$ cat src/rtl/uart_tx_if.sv
// uart_tx byte handshake: producer drives data/valid,
// transmitter answers with ready.
interface uart_tx_if;
    logic [7:0] data;
    logic       valid;
    logic       ready;

    modport master (output data, output valid, input ready);
    modport slave  (input data, input valid, output ready);
endinterface

$ cat src/rtl/uart_tx.sv
// uart_tx: 8N1 serialiser, MSB first, idle high, pairs with uart_rx.
// Optional even parity bit when UART_TX_PARITY_EN is defined.
module uart_tx #(
    parameter  int CLKS_PER_BIT = 1,
    localparam int CNT_W        = $clog2(CLKS_PER_BIT) + 1
) (
    input  logic      clk,
    input  logic      rst,
    uart_tx_if.slave  up,
    output logic      tx
);

    if (CLKS_PER_BIT < 1) begin : g_bad_cpb
        $error("uart_tx: CLKS_PER_BIT must be 1 or more");
    end

`ifdef UART_TX_PARITY_EN
    typedef enum logic [2:0] {IDLE, START, DATA, PARITY, STOP} state_t;
`else
    typedef enum logic [2:0] {IDLE, START, DATA, STOP} state_t;
`endif

    localparam logic [CNT_W-1:0] LAST = CNT_W'(CLKS_PER_BIT - 1);

    state_t           state_q, state_d;
    logic [CNT_W-1:0] cnt_q, cnt_d;
    logic [2:0]       idx_q, idx_d;
    logic [7:0]       shift_q, shift_d;
    logic             tx_d;
    logic             bit_end;
    logic             accept;
`ifdef UART_TX_PARITY_EN
    logic             par_q, par_d;
`endif

    assign bit_end  = (cnt_q == LAST);
    assign up.ready = (state_q == IDLE) || (state_q == STOP && bit_end);
    assign accept   = up.valid && up.ready;

    // State and datapath registers; tx is registered so reset forces it high at once
    always_ff @(posedge clk or posedge rst) begin
        if (rst) begin
            state_q <= IDLE;
            cnt_q   <= '0;
            idx_q   <= '0;
            shift_q <= '0;
            tx      <= 1'b1;
`ifdef UART_TX_PARITY_EN
            par_q   <= 1'b0;
`endif
        end else begin
            state_q <= state_d;
            cnt_q   <= cnt_d;
            idx_q   <= idx_d;
            shift_q <= shift_d;
            tx      <= tx_d;
`ifdef UART_TX_PARITY_EN
            par_q   <= par_d;
`endif
        end
    end

    // Next-state, baud/bit counters, shifter and the line level for the next cycle
    always_comb begin
        state_d = state_q;
        cnt_d   = bit_end ? '0 : cnt_q + CNT_W'(1);
        idx_d   = idx_q;
        shift_d = shift_q;
`ifdef UART_TX_PARITY_EN
        par_d   = par_q;
`endif
        unique case (state_q)
            IDLE: begin
                cnt_d = '0;
                if (accept) begin
                    state_d = START;
                    shift_d = up.data;
`ifdef UART_TX_PARITY_EN
                    par_d   = 1'b0;
`endif
                end
            end
            START: begin
                if (bit_end) begin
                    state_d = DATA;
                    idx_d   = 3'd7;
                end
            end
            DATA: begin
                if (bit_end) begin
                    shift_d = {shift_q[6:0], 1'b0};
`ifdef UART_TX_PARITY_EN
                    par_d   = par_q ^ shift_q[7];
`endif
                    if (idx_q == 3'd0) begin
`ifdef UART_TX_PARITY_EN
                        state_d = PARITY;
`else
                        state_d = STOP;
`endif
                    end else begin
                        idx_d = idx_q - 3'd1;
                    end
                end
            end
`ifdef UART_TX_PARITY_EN
            PARITY: begin
                if (bit_end) state_d = STOP;
            end
`endif
            STOP: begin
                if (bit_end) begin
                    if (accept) begin
                        state_d = START;
                        shift_d = up.data;
`ifdef UART_TX_PARITY_EN
                        par_d   = 1'b0;
`endif
                    end else begin
                        state_d = IDLE;
                    end
                end
            end
            default: state_d = IDLE;
        endcase

        unique case (state_d)
            START:   tx_d = 1'b0;
            DATA:    tx_d = shift_d[7];
`ifdef UART_TX_PARITY_EN
            PARITY:  tx_d = par_d;
`endif
            default: tx_d = 1'b1;
        endcase
    end

endmodule

$ cat src/flat_wrapper.sv
// flat-port wrapper written by rule: the top's interface ports become plain ports
module uart_tx_flat 
#(
    parameter  int CLKS_PER_BIT = 1,
    localparam int CNT_W        = $clog2(CLKS_PER_BIT) + 1
)
  (clk, rst, tx, up_data, up_valid, up_ready);
  uart_tx_if up_i ();
  input  logic clk;
  input  logic rst;
  output logic tx;
  input wire logic [$bits(up_i.data)-1:0] up_data;
  input wire logic [$bits(up_i.valid)-1:0] up_valid;
  output wire logic [$bits(up_i.ready)-1:0] up_ready;
  assign up_i.data = up_data;
  assign up_i.valid = up_valid;
  assign up_ready = up_i.ready;
  uart_tx #(.CLKS_PER_BIT(CLKS_PER_BIT)) u_core (.clk(clk), .rst(rst), .up(up_i), .tx(tx));
endmodule
$ cat config.mk
export PLATFORM = sky130hd
export DESIGN_NAME = uart_tx_flat
export DESIGN_NICKNAME = d
export VERILOG_FILES = /design/src/rtl/uart_tx_if.sv /design/src/rtl/uart_tx.sv /design/src/flat_wrapper.sv
export SDC_FILE = /design/constraint.sdc
export NUM_CORES = 1
export LEC_CHECK = 0
export ABC_AREA = 1
export CELL_PAD_IN_SITES_DETAIL_PLACEMENT = 0
export CELL_PAD_IN_SITES_GLOBAL_PLACEMENT = 1
export CORE_MARGIN = 2
export CORE_UTILIZATION = 40
export CTS_BUF_LIST = sky130_fd_sc_hd__clkbuf_2 sky130_fd_sc_hd__clkbuf_4 sky130_fd_sc_hd__clkbuf_8
export CTS_CLUSTER_SIZE = 8
export DETAILED_ROUTE_END_ITERATION = 10
export PLACE_DENSITY = 0.77
export SYNTH_ARGS = -nofsm -noshare
export SYNTH_HDL_FRONTEND = slang
export SYNTH_SLANG_ARGS = --single-unit
$ cat constraint.sdc
create_clock -name clk -period 1.6 [get_ports clk]
set_clock_uncertainty 0.15 [all_clocks]
set_input_delay 0.48 -clock clk [delete_from_list [all_inputs] [get_ports clk]]
set_output_delay 0.48 -clock clk [all_outputs]
set_load 0.01 [all_outputs]
# Yosys cells after proc, flatten, opt, wreduce, memory -nomap -nowiden
# Index checks and enable logic that the tools add are counted.
[word_totals]
regBits = 16
latch_bits = 0
mem_bits_rw = 0
mem_bits_ro = 0
input_bits = 11
output_inout_bits = 2
wordCells = 45
memories = 0
[op_classes]
n_addsub = 2
mul = 0
n_div = 0
order_cmp = 0
eq_ne = 9
shifts = 0
mux = 18
n_bitwise = 1
n_reduce_logical = 9
[ops]
columns = ["op", "count"]
rows = [
  ["2-to-1 mux 3 bit", 8],
  ["2-to-1 mux 8 bit", 3],
  ["case mux 8 bit (3 select lines)", 1],
  ["case mux 3 bit (4 select lines)", 1],
  ["equality test 3 x 2 -> 1 bit (second input constant)", 3],
  ["inequality test 2 bit (second input constant)", 4],
  ["equality test 3 x 1 -> 1 bit (second input constant)", 2],
  ["logical NOT 3 bit", 2],
  ["case mux 3 bit (2 select lines)", 1],
  ["AND reduction 4 bit", 1],
  ["2-to-1 mux 1 bit", 3],
  ["AND reduction 3 bit", 1],
  ["nonzero test 3 bit", 1],
  ["subtractor 3 x 1 -> 3 bit (second input constant)", 1],
  ["logical AND 1 bit", 2],
  ["case mux 1 bit (2 select lines)", 1],
  ["nonzero test 2 bit", 1],
  ["adder 1 bit (second input constant)", 1],
  ["logical OR 1 bit", 1],
  ["NOT 1 bit", 1],
]

# Depth between registers and ports, before layout
# Gate-level depths: netlist (run 1).
[logic_depth]
ltp_word = 9
mapped_depth = 8

# Worst setup path after synthesis (run 1)
# OpenSTA, ideal clock, no wires.
[synth_path]
path_type = "reg-to-output"
startpoint = "register u_core.state_q[1]"
endpoint = "output port up_ready"
t_arrival_ns = 0.831
t_required_ns = 0.970
setup_slack_ns = 0.139
path_stages_with_launch = 4
cell_sequence = "dfrtp_1 -> inv_2 -> nor2_2 -> nor2_1"
[synth_via]
elab_chain_len = 3
word_cells_on_any_way = 4
cone_classes = "eq/ne: 1; reduce/logical: 3"
[synth_lines]
columns = ["element", "line_no", "text"]
rows = [
  ["start: declaration", "uart_tx.sv:25", "state_t state_q, state_d;"],
  ["start signal: assignment", "uart_tx.sv:52", "state_q <= state_d;"],
  ["equality test 3 x 2 -> 1 bit", "uart_tx.sv:37", "assign up.ready = (state_q == IDLE) || (state_q == STOP && bit_end);"],
  ["logical AND 1 bit", "uart_tx.sv:37", ""],
  ["logical OR 1 bit *", "uart_tx.sv:37", ""],
  ["end: declaration", "flat_wrapper.sv:14", "output wire logic [$bits(up_i.ready)-1:0] up_ready;"],
]
# Mark *: on every way between the ends. The rest lies on a longest branch, timed or not.

# Final worst setup path (run 1)
[layout_path]
startpoint = "register u_core.state_q[0]"
endpoint = "output port up_ready"
# The elaborated chain is that of the path after synthesis.

==> flow_metrics.env, run 1 <==
export IMPL_gr_total_overflow=0
export IMPL_yosysSeqAreaShare_pct=49.3
export IMPL_fin_total_pwr_mw=1.03
export IMPL_p_leak_nw=0.497
export IMPL_drv_cap=0
export IMPL_fp_row_count=15
export IMPL_routed_wl_mm=1.56
export IMPL_grt_pass1_vias=613
export IMPL_critPathKind="reg2out"
export IMPL_pwr_density_cell_nw_per_um2=1010
export IMPL_numCtsBuffers=3
export IMPL_placed_cells_incl_taps=134
export IMPL_wire_per_inst_um=11.2
export IMPL_yosysUniqueCellTypes=19
export IMPL_critPathCaptureType="output pin"
export IMPL_hpwlAfterDp_mm=1.20
export IMPL_dp_slack_ps=-245
export IMPL_status="finished with violations"
export IMPL_finalHoldViolations=0
export IMPL_die_area_um2=2270
export IMPL_tritoncts="yes"
export IMPL_yosys_register_bits=15
export IMPL_netlist_area_um2=763
export IMPL_drc=0
export IMPL_initial_core_util_pct=43.3
export IMPL_syn_avg_cell_area_um2=8.48
export IMPL_design_area_um2=1020
export IMPL_p_seq_share_pct=48.9
export IMPL_async_flop_share_pct=100
export IMPL_synth_enable_flop_cells=0
export IMPL_clock_sinks=15
export IMPL_switching_share_pct=30.9
export IMPL_pwr_share_comb_pct=28.4
export IMPL_setup_ws_ps=-99.2
export IMPL_finalSetupViolCount=1
export IMPL_fin_crit_sh_pct=106
export IMPL_diodes=0
export IMPL_layout_drive_gt1_share_pct=27.8
export IMPL_synth_top_area_share_pct=45.9
export IMPL_use_met3_pct=2.26
export IMPL_yosysTopAreaCell="dfrtp_1"
export IMPL_yosysWarnings=0
export IMPL_ys_top_cells_by_area="dfrtp_1, nand2_1, o21ai_1, a21oi_1, o21ai_0"
export IMPL_cts_max_level=1
export IMPL_start_kind="register"
export IMPL_power_switching_mw=0.317
export IMPL_vias=644
export IMPL_cts_root_buf="clkbuf_4"
export IMPL_internal_power_mw=0.710
export IMPL_min_path_type="in2async"
export IMPL_area_delta_synth_final_pct=33.8
export IMPL_layout_min_cycle_time_ps=1700
export IMPL_max_freq_mhz=589
export IMPL_place_gp_congestion=0.668
export IMPL_fin_cells=140
export IMPL_synth_top_flop_cell="dfrtp_1"
export IMPL_finalNetCount=129
export IMPL_io_buffers=12
export IMPL_clk_pin_slew_ps=90
export IMPL_yosysMostFrequentCell="nand2_1"
export IMPL_grt_busiest_layer="met2"
export IMPL_grt_antenna_before_repair=0
export IMPL_syn_nets=103
export IMPL_track_usage_pct=15.9
export IMPL_clock_latency_ps=280
export IMPL_grt_start_max_net_pins=11
export IMPL_violations="negative setup slack"
export IMPL_die_h_um=47.7
export IMPL_peakVddDrop_mv=0.637
export IMPL_postRouteAntennaNets=0
export IMPL_slew_violations=0
export IMPL_synth_common_cells="nand2_1, dfrtp_1, inv_1, o21ai_1"
export IMPL_die_x_um=47.7
export IMPL_drtIter0Drc=11
export IMPL_crit_required_ps=970
export IMPL_use_met1_pct=18.3
export IMPL_synth_cells=90
export IMPL_first_pass_iters=4
export IMPL_grt_pass1_wl_mm=2.47
export IMPL_core_um2=1760
export IMPL_p_clk_share_pct=22.8
export IMPL_ioPinCount=13
export IMPL_use_met2_pct=29.1
export IMPL_clockBufferDepth=2
export IMPL_rsz0062_at_grt="true"
export IMPL_placed_area_um2=980
export IMPL_worst_endpoint_arrival_ps=1070
export IMPL_viasPerCell=4.60
export IMPL_path_max_fanout=3
repair_timing:
item                                    4_1_cts  5_1_grt
hold buffers                                  0        0
buffers inserted                              1        1
pin swaps                                     0        1
gates resized for setup                       8        3
endpoints found under the setup margin        2        1
state kept, by name, indices dropped and copies added (netlist names):
| register | count |
|---|---|
| u_core.shift_q | 8 |
| u_core.tx | 1 |
| u_core.state_q | 3 |
| u_core.idx_q | 3 |
power by group through the flow:
stage	combinational, mW	sequential (mW)	clock, mW
6_report	0.291	0.502	0.234
5_1_grt	0.332	0.510	0.252
4_1_cts	0.290	0.502	0.243
3_5_place_dp	0.291	0.511	0
3_3_place_gp	0.283	0.509	0
2_1_floorplan	0.182	0.507	0
cell usage in the layout, fill, tap and decap left out, types with 2 or more instances in the layout:
master	netlist	layout
clkbuf_4	0	4
buf_4	1	9
o21ai_0	7	7
nand2_2	4	4
nor2_2	1	2
nand2_4	2	2
dfrtp_1	14	14
buf_2	0	2
clkdlybuf4s50_1	0	10
inv_2	3	4
inv_1	8	7
nand2_1	21	21
a21oi_1	7	7
o21ai_1	8	7
ha_1	2	2
nand3_1	5	5
worst max-delay path, stage by stage, from the launching register on:
cell and delay, ps:
dfrtp_1 420, inv_2 80, o21ai_2 50, nor2_2 110, buf_2 140
cell families (layout without fill, tap and decap cells):
logic type,count (synthesis),in the layout,share of synthesized area [%]
compound gates,23,23,16.6
simple gates,37,37,23.9
buf+inv,12,37,6.39
other cells,1,1,0.491
fa+ha+maj,2,2,3.28
flops,15,15,49.3
layer usage:
layer / routed length (um) / share of wire, %
met3: 42 / 2.7
met4: 12 / 0.77
met5: 0 / 0
met1: 741 / 47
met2: 767 / 49
per-stage QoR:
stage               hold WS, ps  utilization [%]  TNS, ps
floorplan                   231                -        0
global placement            303             55.5     -891
detailed placement          305             55.5     -893
CTS                         282             57.1     -122
global route                296             57.9     -167
finish                      283             57.9    -99.2
cell type report:
type | instances | area [um2]
Clock buffer | 4 | 30.0
Tap cell | 25 | 31.3
Fill cell | 189 | 743
Multi-Input combinational cell | 63 | 344
Sequential cell | 15 | 377
Timing Repair Buffer | 22 | 198
Inverter | 11 | 41.3
worst paths after layout:
path | start | to | cells past startpoint | slack [ps]
setup / recovery | u_core.state_q[0]$_DFF_PP0_ | up_ready | 4 | -100
hold / removal | rst | u_core.shift_q[5]$_DFFE_PP0P_ | 2 | 280
setup reg to reg | u_core.state_q[0]$_DFF_PP0_ | u_core.idx_q[0]$_DFFE_PP0P_ | 9 | 120
hold reg to reg | u_core.shift_q[7]$_DFF_PP0_ | u_core.shift_q[7]$_DFF_PP0_ | 2 | 330
max in group asynchronous | rst | u_core.idx_q[2]$_DFFE_PP0P_ | 3 | 670
min in group clk | u_core.shift_q[7]$_DFF_PP0_ | u_core.shift_q[7]$_DFF_PP0_ | 2 | 330
(Power assumes the default switching activity.)
==> run 2: changes to the inputs <==
- CAP_MARGIN: default -> 30
- CTS_CLUSTER_DIAMETER: default -> 50
==> results of run 2 <==
Final layout, timing and power as in run 1 (identical DEF).
